===== src/rtl/wb_debug_pkg.sv =====
// Shared types and constants for the byte-stream driven Wishbone debug initiator.
package wb_debug_pkg;

  typedef enum logic [2:0] {
    StIdle,
    StAddr,
    StWdata,
    StBus,
    StRespData,
    StRespStatus
  } wb_dbg_state_e;

  localparam logic [7:0] CMD_READ_DEFAULT  = 8'h52;
  localparam logic [7:0] CMD_WRITE_DEFAULT = 8'h57;

  localparam logic [7:0] STATUS_OK      = 8'h4B;
  localparam logic [7:0] STATUS_TIMEOUT = 8'h54;

  localparam int unsigned FRAME_ADDR_BYTES = 4;
  localparam int unsigned FRAME_DATA_BYTES = 4;

endpackage


===== src/rtl/wb_debug_master.sv =====
// Host-driven Wishbone initiator: decodes 'R'/'W' frames, runs one classic cycle, replies on TX.
// Define WB_DEBUG_TIMEOUT_EN to abort bus cycles that see no ack within TIMEOUT_CYCLES.
module wb_debug_master
  import wb_debug_pkg::*;
#(
  parameter int unsigned ADDR_WIDTH     = 32,
  parameter int unsigned DATA_WIDTH     = 32,
  parameter int unsigned TIMEOUT_CYCLES = 1024,
  parameter logic [7:0]  CMD_READ       = CMD_READ_DEFAULT,
  parameter logic [7:0]  CMD_WRITE      = CMD_WRITE_DEFAULT
) (
  input  logic                  clk,
  input  logic                  rst,
  input  logic                  rx_valid_i,
  input  logic [7:0]            rx_data_i,
  output logic                  rx_ready_o,
  output logic                  tx_valid_o,
  output logic [7:0]            tx_data_o,
  input  logic                  tx_ready_i,
  output logic                  cyc_o,
  output logic                  stb_o,
  output logic                  we_o,
  output logic [ADDR_WIDTH-1:0] addr_o,
  output logic [DATA_WIDTH-1:0] data_o,
  input  logic                  ack_i,
  input  logic [DATA_WIDTH-1:0] data_i,
  output logic                  busy_o
);

  wb_dbg_state_e         state_q, state_d;
  logic [1:0]            cnt_q, cnt_d;
  logic                  we_q, we_d;
  logic [31:0]           addr_q, addr_d;
  logic [DATA_WIDTH-1:0] wdata_q, wdata_d;
  logic [DATA_WIDTH-1:0] rdata_q, rdata_d;
  logic [7:0]            status_q, status_d;
  logic                  tmo_expired;

`ifdef WB_DEBUG_TIMEOUT_EN
  localparam int unsigned TmoW = $clog2(TIMEOUT_CYCLES) + 1;

  logic [TmoW-1:0] tmo_q, tmo_d;

  // Held at zero outside BUS so it starts from zero on every BUS entry.
  assign tmo_d       = (state_q == StBus && !ack_i) ? tmo_q + TmoW'(1) : '0;
  assign tmo_expired = (state_q == StBus) && !ack_i && (tmo_q == TmoW'(TIMEOUT_CYCLES - 1));

  always_ff @(posedge clk) begin
    if (rst) begin
      tmo_q <= '0;
    end else begin
      tmo_q <= tmo_d;
    end
  end
`else
  logic unused_tmo;
  assign unused_tmo  = ^TIMEOUT_CYCLES;
  assign tmo_expired = 1'b0;
`endif

  always_comb begin
    state_d  = state_q;
    cnt_d    = cnt_q;
    we_d     = we_q;
    addr_d   = addr_q;
    wdata_d  = wdata_q;
    rdata_d  = rdata_q;
    status_d = status_q;
    unique case (state_q)
      StIdle: begin
        if (rx_valid_i && (rx_data_i == CMD_READ || rx_data_i == CMD_WRITE)) begin
          we_d    = (rx_data_i == CMD_WRITE);
          cnt_d   = '0;
          state_d = StAddr;
        end
      end
      StAddr: begin
        if (rx_valid_i) begin
          addr_d = {rx_data_i, addr_q[31:8]};
          cnt_d  = cnt_q + 2'd1;
          if (cnt_q == 2'(FRAME_ADDR_BYTES - 1)) begin
            cnt_d   = '0;
            state_d = we_q ? StWdata : StBus;
          end
        end
      end
      StWdata: begin
        if (rx_valid_i) begin
          wdata_d = {rx_data_i, wdata_q[DATA_WIDTH-1:8]};
          cnt_d   = cnt_q + 2'd1;
          if (cnt_q == 2'(FRAME_DATA_BYTES - 1)) begin
            cnt_d   = '0;
            state_d = StBus;
          end
        end
      end
      StBus: begin
        // Ack takes priority over a timeout expiring in the same cycle.
        if (ack_i) begin
          rdata_d  = data_i;
          status_d = STATUS_OK;
          cnt_d    = '0;
          state_d  = we_q ? StRespStatus : StRespData;
        end else if (tmo_expired) begin
          rdata_d  = '0;
          status_d = STATUS_TIMEOUT;
          cnt_d    = '0;
          state_d  = we_q ? StRespStatus : StRespData;
        end
      end
      StRespData: begin
        if (tx_ready_i) begin
          cnt_d = cnt_q + 2'd1;
          if (cnt_q == 2'(FRAME_DATA_BYTES - 1)) begin
            cnt_d   = '0;
            state_d = StRespStatus;
          end
        end
      end
      StRespStatus: begin
        if (tx_ready_i) begin
          state_d = StIdle;
        end
      end
      default: state_d = StIdle;
    endcase
  end

  always_ff @(posedge clk) begin
    if (rst) begin
      state_q  <= StIdle;
      cnt_q    <= '0;
      we_q     <= 1'b0;
      addr_q   <= '0;
      wdata_q  <= '0;
      rdata_q  <= '0;
      status_q <= STATUS_OK;
    end else begin
      state_q  <= state_d;
      cnt_q    <= cnt_d;
      we_q     <= we_d;
      addr_q   <= addr_d;
      wdata_q  <= wdata_d;
      rdata_q  <= rdata_d;
      status_q <= status_d;
    end
  end

  always_comb begin
    rx_ready_o = (state_q == StIdle) || (state_q == StAddr) || (state_q == StWdata);
    cyc_o      = (state_q == StBus);
    stb_o      = (state_q == StBus);
    we_o       = (state_q == StBus) && we_q;
    busy_o     = (state_q != StIdle);
    tx_valid_o = (state_q == StRespData) || (state_q == StRespStatus);
    tx_data_o  = 8'h00;
    if (state_q == StRespData) begin
      tx_data_o = rdata_q[{cnt_q, 3'b000} +: 8];
    end else if (state_q == StRespStatus) begin
      tx_data_o = status_q;
    end
  end

  assign addr_o = ADDR_WIDTH'(addr_q);
  assign data_o = wdata_q;

endmodule


===== config.mk =====
export PLATFORM = sky130hd
export DESIGN_NAME = wb_debug_master
export DESIGN_NICKNAME = d
export VERILOG_FILES = /design/src/rtl/wb_debug_pkg.sv /design/src/rtl/wb_debug_master.sv
export SDC_FILE = /design/constraint.sdc
export NUM_CORES = 1
export LEC_CHECK = 0
export ABC_CLOCK_PERIOD_IN_PS = 2000
export CORE_ASPECT_RATIO = 1.5
export CORE_MARGIN = 2
export CORE_UTILIZATION = 30
export CTS_CLUSTER_SIZE = 8
export DETAILED_ROUTE_END_ITERATION = 12
export GPL_TIMING_DRIVEN = 0
export PLACE_DENSITY = 0.55
export SYNTH_ARGS = -nofsm -noshare
export SYNTH_HDL_FRONTEND = slang
export SYNTH_SLANG_ARGS = --single-unit

===== constraint.sdc =====
create_clock -name clk -period 2 [get_ports clk]
set_input_delay 0.4 -clock clk [delete_from_list [all_inputs] [get_ports clk]]
set_output_delay 0.4 -clock clk [all_outputs]
set_load 0.005 [all_outputs]

==> metrics.md, run 1 <==
| Metric | Value |
|---|---|
| Clock transition at path regs | around 0.07 ns |
| Post-synth EDFFs | 0 |
| Vias | 3963 |
| DRC Markers | 0 |
| Yosys reg bits | about 100 |
| Ys async rst share | 0% |
| Outcome | complete, but fails checks |
| Die area | 0.0147 sq mm |
| Fin worst setup slack | -0.136 ns |
| Port Buffers | between 100 and 150 |
| Area Overhead vs Synth | 47.1% |
| Clock Latency Late Sink | 0.34 ns |
| Detail Route Antenna Nets | 0 |
| Hold Path Origin | addr_o[3]$_SDFFE_PP0P_ |
| Clock skew | roughly 0.0095 ns |
| YS warnings | 0 |
| NumNets Final | just over 700 |
| Total power | around 4.0 mW |
| Crit. End Element | output port |
| WL final | 12100 um |
| PwrDens | approximately 660 mW/mm^2 |
| Synth area leaders | dfxtp_1, nand2_1, a21oi_1 |
| First-pass GRT wire length | just under 20000 um |
| GPL Wtd Cong | between 0.8 and 0.9 |
| Synth area leader | dfxtp_1 |
| Seq/Total Area, Yosys | between 40% and 50% |
| Number of diodes | 0 |
| Top cell type's share of synthesized area | approximately half |
| TritonCTS Sinks | roughly 100 |
| Top post-synthesis cells by count | nand2_1, dfxtp_1, a21oi_1 |
| Critical-path cell list | buf_6 > buf_6 > mux4_2 > and2b_1 > buf_2 |
| Most used cell, CP | buf_6 |
| DIE WIDTH | about 100 um |
| Final hold vios | 0 |
| Worst endpoint required time | 1.60 ns |
| DR pass1 iterations | 4 |
| Grt total ovfl | 0 |
| CP max stage cell | mux4_2 |
| Syn Area/Cell | 7.96 sq um |
| Final setup fails | 8 |
| Max_cap viols | 0 |
| Util after Layout | about 45% |
| Fraction of the cycle the final worst path needs | 107% |
| RSZ-0062 raised after global routing | true |
| Worst slew pin tran | about 0.65 ns |
| Most used DFF post-synth | dfxtp_1 |
| Mapped Area | 0.00411 sq mm |
| Hold crit path type | reg2reg |
| Drt wl/cell | between 10 and 15 um |
| All-Layer GR Usage | 16.9% |
| Worst r2r src | state_q[2]$_SDFFE_PP0P_ |
| Count leader, synth | nand2_1 |
| Initial core utilization | a little under a third |
| Die span in y | roughly 150 um |
| Crit-path leading delay family | multiplexers |
| Hold path depth | 2 |
| VDD IR max | 351 uV |
| Synth unique cells | 42 |
| # H-tree levels | 3 |
| Mapped Cells | 516 |
| CTS tree | built |
| Proportion of layout cells with a drive suffix above 1 | around 13% |
| Fin crit period | approximately 2.1 ns |
| Core Area | roughly 0.013 sq mm |
| CP bufs+invs | 3 |
| R2R depth | 7 |
| CP arrival | about 1.7 ns |
| Violated checks | setup timing |
| Clk buf depth | 2 |
| Critical path fanouts, max | 4 |
| Post-Syn Nets | ~560 |
| R2r endpoint | cnt_q[0]$_SDFFE_PP0P_ |
| Fmax | approximately 0.47 GHz |
| Hold Buf Count CTS | 0 |
| Worst R2R Setup Slack | about 0.16 ns |
| P_leak | between 2 and 2.5 nW |
| Post-DP HPWL | between 9000 and 10000 um |
| Slew headroom | a little under three fifths |
| Top-Level Pins | 123 |
| Vias in the first global route | slightly below 4000 |
| Slew Viols, Final | 0 |
| Setup CP Type | reg2out |
| Iter 0 DRT Violations | between 100 and 150 |
| Largest net degree at the start of global routing | 18 |
| Largest stage delay, worst path | 0.49 ns |
| CP startpoint kind | flip-flop |
| Initial antenna violation count | 0 |
| CTS Root Cell | clkbuf_16 |
| Vias/cell | between 4 and 5 |
| Hold Path Sink | addr_o[3]$_SDFFE_PP0P_ |
| Core Rows | 52 |
| Total CTS buffers | 9 |
==> worst max-delay path by stage <==
stage               slack, ns                  start  depth (start not counted)                 endpoint
finish                  -0.14  cnt_q[0]$_SDFFE_PP0P_                          5             tx_data_o[5]
global route            -0.20  cnt_q[0]$_SDFFE_PP0P_                          6             tx_data_o[6]
CTS                     -0.18  cnt_q[0]$_SDFFE_PP0P_                          6             tx_data_o[6]
detailed placement      -0.24                    rst                          4  addr_o[29]$_SDFFE_PP0P_
global placement        -0.22                    rst                          4  rdata_q[5]$_SDFFE_PP0P_
floorplan                0.35  cnt_q[0]$_SDFFE_PP0P_                          3             tx_data_o[2]
==> sequential cells by signal (all words and copies together), names as in the netlist <==
register	cells
cnt_q	2
rdata_q	32
addr_o	32
we_q	1
data_o	32
state_q	3
==> metrics by stage <==
stage	cell area [sq um]	hold slack (ns)	setup TNS [ns]	setup WS, ns	cells
floorplan	4110	0.433	0	0.354	516
detailed placement	5530	0.446	-13.13	-0.244	800
global route	6040	0.479	-1.18	-0.198	833
global placement	5530	0.440	-9.47	-0.225	800
finish	6040	0.454	-0.719	-0.136	833
CTS	6000	0.456	-0.913	-0.175	831
==> per-layer routing <==
| layer | GRT usage [%] | part of all wire [%] | up-vias |
|---|---|---|---|
| met5 | 0 | 0 | - |
| met1 | 19.4 | 40 | 1825 |
| li1 | - | - | 2005 |
| met2 | 31.2 | 53 | 122 |
| met3 | 2.71 | 5.4 | 11 |
| met4 | 5.75 | 1.4 | 0 |
==> kinds of logic after synthesis <==
logic type               Yosys count  share of synthesized area [%]
adder cells (fa/ha/maj)            1                          0.305
AO/OA/AOI/OAI                    115                           15.0
buffers and inverters             46                           4.85
multiplexers                      12                           5.39
flip-flops                       102                           49.7
XOR/XNOR                           2                          0.427
AND/OR/NAND/NOR                  238                           24.3
==> timing repair <==
action / CTS / global route
gates resized for setup: 69 / 11
gates cloned: 1 / 0
buffers inserted: 14 / 2
setup endpoints to repair: 14 / 18
pin swaps: 7 / 5
==> worst register-to-register path: stages (launching register included) <==
cell and delay, ns:
dfxtp_1 0.32, buf_6 0.15, or3b_4 0.40, buf_4 0.15, buf_4 0.13, o21ai_2 0.06
or4b_1 0.43, mux2i_1 0.13
==> final cells by class <==
type	instances	area (sq um)
Fill cell	1359	7370
Sequential cell	102	2050
Multi-Input combinational cell	368	1910
Timing Repair Buffer	139	1330
Clock buffer	11	243
Buffer	41	218
Tap cell	162	203
Clock inverter	5	65.1
Inverter	5	21.3
==> placed cells by master, fill, tap and decap left out, drive strengths merged, types with 4 or more instances in the layout <==
| cell type | count |
|---|---|
| a21oi | 101 |
| clkdlybuf4s50 | 108 |
| mux4 | 8 |
| nor2b | 4 |
| dlygate4sd2 | 6 |
| nor2 | 9 |
| nand3 | 4 |
| buf | 39 |
| nand2 | 199 |
| o31ai | 4 |
| dfxtp | 102 |
| clkbuf | 38 |
| inv | 7 |
==> report_power, final <==
part	switching [mW]	internal [mW]
registers	0.000581	2.03
clock network	0.782	1.02
logic	0.0714	0.0892
total	0.854	3.14
(Power assumes the default switching activity.)
==> run 2, diff against run 1 <==
Settings changed: CORE_UTILIZATION 30 to 39, PLACE_DENSITY 0.55 to 0.68.
==> metrics.md, run 2 (synthesized netlist as in run 1, its figures left out) <==
| Metric | Value |
|---|---|
| Outcome | complete, but fails checks |
| Violated checks | setup timing |
| Proportion of layout cells with a drive suffix above 1 | between 10% and 20% |
| # H-tree levels | 3 |
| Worst slew pin tran | approximately 0.54 ns |
| Area Overhead vs Synth | 45.4% |
| PwrDens | about 660 mW/mm^2 |
| Grt total ovfl | 0 |
| RSZ-0062 raised after global routing | true |
| Port Buffers | 122 |
| DRC Markers | 0 |
| VDD IR max | about 410 uV |
| All-Layer GR Usage | between 20% and 30% |
| Number of diodes | 0 |
| Setup CP Type | reg2out |
| Largest net degree at the start of global routing | 17 |
| Post-DP HPWL | ~8500 um |
| Hold WS | between 0.4 and 0.5 ns |
| Fin worst setup slack | -0.167 ns |
| Vias | slightly below 4000 |
| Clock Latency Late Sink | approximately 0.35 ns |
| Clock skew | 0.00665 ns |
| Drt wl/cell | roughly 14 um |
| Worst endpoint required time | 1.60 ns |
| Core Area | roughly 0.010 sq mm |
| Initial core utilization | around two fifths |
| Critical path fanouts, max | 5 |
| Most common cell after layout, fill and taps aside | nand2_1 |
| GPL Wtd Cong | ~0.85 |
| CP bufs+invs | 3 |
| CP startpoint kind | flip-flop |
| Critical-path cell list | buf_8 > buf_6 > mux4_2 > nor2_2 > nor2_1 > buf_2 |
| Largest stage delay, worst path | roughly 0.54 ns |
| Clock transition at path regs | around 0.060 ns |
| Final setup fails | 8 |
| Max_cap viols | 0 |
| Slew headroom | 63.9% |
| Crit-path leading delay family | multiplexers |
| Top-Level Pins | between 100 and 150 |
| Hold crit path type | reg2reg |
| Fmax | 0.461 GHz |
| Fin crit period | about 2.2 ns |
| Fraction of the cycle the final worst path needs | 108% |
| Core Rows | 45 |
| Vias in the first global route | 3867 |
| Util after Layout | around three fifths |
| P_leak | approximately 2.0 nW |
| CP max stage cell | mux4_2 |
| Commonest cells after routing, fill and taps aside | nand2_1, clkdlybuf4s50_1, a21oi_1 |
| Crit. End Element | output port |
| Slew Viols, Final | 0 |
| Iter 0 DRT Violations | between 150 and 200 |
| Initial antenna violation count | 0 |
| Final hold vios | 0 |
| First-pass GRT wire length | ~18000 um |
| Die area | 0.0114 sq mm |
| Clk buf depth | 2 |
| WL final | roughly 12000 um |
| DIE WIDTH | roughly 90 um |
| Vias/cell | 4.88 |
| Die span in y | between 100 and 150 um |
| TritonCTS Sinks | just over 100 |
| Hold Buf Count CTS | 0 |
| Total power | 3.94 mW |
| Total CTS buffers | 9 |
| DR pass1 iterations | 4 |
| CTS Root Cell | clkbuf_16 |
| Detail Route Antenna Nets | 0 |
| CTS tree | built |
| CP arrival | roughly 1.8 ns |
| NumNets Final | 708 |
| TNS Setup | -0.794 ns |
[run 2: metal layers]
layer	up-vias	global-route usage, %	share of wire, %
met5	-	0	0
li1	1994	-	-
met1	1804	21.9	39
met2	126	38.8	54
met4	0	9.32	2.4
met3	16	4.14	4.8
[run 2: area by class of cell]
| class | count | area (sq um) |
|---|---|---|
| fillers | 972 | 4220 |
| flip-flops and latches | 102 | 2050 |
| multi-input cells | 368 | 1910 |
| repair buffers | 137 | 1310 |
| clock buffers | 11 | 243 |
| plain buffers | 39 | 205 |
| well taps | 141 | 176 |
| clock inverters | 4 | 55.1 |
| inverters | 5 | 21.3 |
[run 2: tightest hold or removal path: stages, from the launching register on]
cell     delay (ns)
dfxtp_1        0.31
nand2_1        0.05
a21oi_1        0.05
[run 2: per-stage QoR]
step	setup slack [ns]	instances	area (sq um)
detailed placement	-0.232	779	5500
floorplan	0.354	516	4110
CTS	-0.160	804	5920
global route	-0.192	807	5970
global placement	-0.207	779	5500
finish	-0.167	807	5970
[run 2: where the power goes]
group	leakage, nW	switching [mW]	internal, mW
Clock	0.142	0.753	1.00
Combinational	1.08	0.0686	0.0889
Sequential	0.823	0.000704	2.03
[run 2: final timing paths]
| check | startpoint | slack, ns | cells past startpoint | endpoint |
|---|---|---|---|---|
| max reg2reg | state_q[2]$_SDFFE_PP0P_ | 0.21 | 6 | cnt_q[0]$_SDFFE_PP0P_ |
| max | cnt_q[0]$_SDFFE_PP0P_ | -0.17 | 6 | tx_data_o[6] |
| min | rdata_q[19]$_SDFFE_PP0P_ | 0.45 | 2 | rdata_q[19]$_SDFFE_PP0P_ |
| min reg2reg | rdata_q[19]$_SDFFE_PP0P_ | 0.45 | 2 | rdata_q[19]$_SDFFE_PP0P_ |
[run 2: timing repair]
item / CTS / global route
gates cloned: 1 / 0
pin swaps: 8 / 5
endpoints found under the hold margin: 0 / 0
gates resized for setup: 69 / 10
buffers inserted: 11 / 3
endpoints found under the setup margin: 14 / 17
==> run 3, diff against run 2 <==
Settings changed: CORE_UTILIZATION 39 to 45, PLACE_DENSITY 0.68 to 0.77, SKIP_LAST_GASP from default to 1.
==> metrics.md, run 3 (synthesized netlist as in run 1, its figures left out) <==
| Metric | Value |
|---|---|
| Placed standard-cell area | 0.00546 sq mm |
| Worst R2R Setup Slack | roughly 0.06 ns |
| R2r endpoint | cnt_q[0]$_SDFFE_PP0P_ |
| Non-filler cells, final | slightly below 800 |
| Vias in the first global route | 4041 |
| Placed Cells incl. Taps | between 700 and 800 |
| Hold Path Origin | rdata_q[20]$_SDFFE_PP0P_ |
| Util after Layout | around two thirds |
| Grt total ovfl | 0 |
| RSZ-0062 raised after global routing | true |
| Worst path depth | 6 |
| Fin worst setup slack | -0.146 ns |
| TNS Setup | -0.676 ns |
| R2R depth | 7 |
| Critical-path cell list | buf_8 > buf_6 > mux4_2 > nor2_2 > nor2_1 > buf_2 |
| Setup CP Type | reg2out |
| DIE WIDTH | slightly above 80 um |
| CP arrival | ~1.8 ns |
| CTS Root Cell | clkbuf_16 |
| Final hold vios | 0 |
| Vias/cell | 5.16 |
| Worst endpoint required time | between 1.5 and 2 ns |
| Fin crit period | around 2.1 ns |
| Largest stage delay, worst path | around 0.49 ns |
| Hold WS | about 0.45 ns |
| PwrDens | 681 mW/mm^2 |
| Worst r2r src | state_q[1]$_SDFFE_PP0P_ |
| P_leak | ~2.1 nW |
| TritonCTS Sinks | 102 |
| CP bufs+invs | 3 |
| Post-DP HPWL | around 8600 um |
| Fmax | between 0.4 and 0.5 GHz |
| Slew headroom | between 60% and 70% |
| Initial antenna violation count | 0 |
| Die span in y | between 100 and 150 um |
| VDD IR max | ~450 uV |
| Hold path depth | 2 |
| Largest net degree at the start of global routing | 18 |
| GPL Wtd Cong | slightly below 0.9 |
| Fin area | approximately 0.0060 sq mm |
| All-Layer GR Usage | 24.4% |
| Crit. End Element | output port |
| Core Rows | 42 |
| Commonest cells after routing, fill and taps aside | nand2_1, clkdlybuf4s50_1, a21oi_1 |
| Worst slew pin tran | approximately 0.54 ns |
| Final setup fails | 8 |
| Hold crit path type | reg2reg |
| Violated checks | setup timing |
| Die area | 0.00992 sq mm |
| WL final | 11700 um |
| Critical path fanouts, max | 5 |
| First-pass GRT wire length | 18600 um |
| Slew Viols, Final | 0 |
| Number of diodes | 0 |
| Port Buffers | between 100 and 150 |
| Hold Path Sink | rdata_q[20]$_SDFFE_PP0P_ |
| Area Overhead vs Synth | 45.4% |
| Drt wl/cell | approximately 15 um |
| Outcome | complete, but fails checks |
| Clk buf depth | 2 |
| Top-Level Pins | about 120 |
| Total CTS buffers | 9 |
| DRC Markers | 0 |
| Clock skew | around 0.007 ns |
| CP max stage cell | mux4_2 |
| CTS tree | built |
| Initial core utilization | between 40% and 50% |
| Clock Latency Late Sink | between 0.3 and 0.4 ns |
| Vias | between 4000 and 5000 |
| Core Area | between 0.008 and 0.009 sq mm |
| # H-tree levels | 3 |
| Fraction of the cycle the final worst path needs | 107% |
| Max_cap viols | 0 |
| Iter 0 DRT Violations | 189 |
| Detail Route Antenna Nets | 0 |
| NumNets Final | 709 |
| Crit-path leading delay family | multiplexers |
| Proportion of layout cells with a drive suffix above 1 | between 10% and 20% |
| CP startpoint kind | flip-flop |
| DR pass1 iterations | 4 |
| Hold Buf Count CTS | 0 |
| Clock transition at path regs | about 0.060 ns |
| Most common cell after layout, fill and taps aside | nand2_1 |
-- run 3: cell count changes in the layout (fill, tap and decap cells not counted), sizes merged --
cell / change
bufinv: +1
clkbuf: -1
clkinv: +1
dlygate4sd2: +1
dlymetal6s2s: -1
inv: +1
-- run 3: final cells by class --
class | instances | area, sq um
timing repair buffer | 137 | 1320
sequential | 102 | 2050
inverter | 5 | 23.8
buffer | 40 | 205
clock inverter | 7 | 95.1
clock buffer | 9 | 225
fill | 740 | 2860
tap | 110 | 138
multi-input combinational | 368 | 1910
-- run 3: power breakdown --
group	internal (mW)	leakage [nW]	total, mW	switching (mW)
clock	1.10	0.156	1.87	0.773
combinational	0.0889	1.07	0.160	0.0710
sequential	2.03	0.822	2.03	0.000630
total	3.22	2.05	4.06	0.845
-- run 3: per-layer routing --
layer  global-route usage (%)  share of wire (%)  wire length, um  vias up
met5                        0                  0                0        -
met4                     12.1                3.0              348        0
met2                     44.1                 53             6250      129
met3                     4.54                5.4              632       26
met1                     26.2                 38             4490     1865
li1                         -                  -                -     1997
-- run 3: what timing repair did --
| item | in CTS | in global routing |
|---|---|---|
| setup endpoints to repair | 14 | 25 |
| setup buffers | 13 | 1 |
| gates cloned | 1 | 0 |
| resized for setup | 68 | 11 |
| pin swaps | 7 | 7 |
-- run 3: how the worst max path moves through the flow --
stage                           from      endpoint  slack (ns)
6_report       cnt_q[0]$_SDFFE_PP0P_  tx_data_o[0]       -0.15
5_1_grt        cnt_q[0]$_SDFFE_PP0P_  tx_data_o[0]       -0.18
4_1_cts        cnt_q[0]$_SDFFE_PP0P_  tx_data_o[0]       -0.16
3_5_place_dp   cnt_q[0]$_SDFFE_PP0P_  tx_data_o[6]       -0.24
3_3_place_gp   cnt_q[0]$_SDFFE_PP0P_  tx_data_o[6]       -0.20
2_1_floorplan  cnt_q[0]$_SDFFE_PP0P_  tx_data_o[2]        0.35
-- run 3: per-stage QoR --
step / setup WS, ns / power, mW
finish: -0.146 / 4.06
global route: -0.184 / 4.17
CTS: -0.159 / 4.08
detailed placement: -0.240 / 2.24
global placement: -0.196 / 2.23
floorplan: 0.354 / 2.12
-- run 3: worst min-delay path, cell delays in order (launching register included) --
cell,delay [ns]
dfxtp_1,0.31
nand2_1,0.05
a21oi_1,0.05
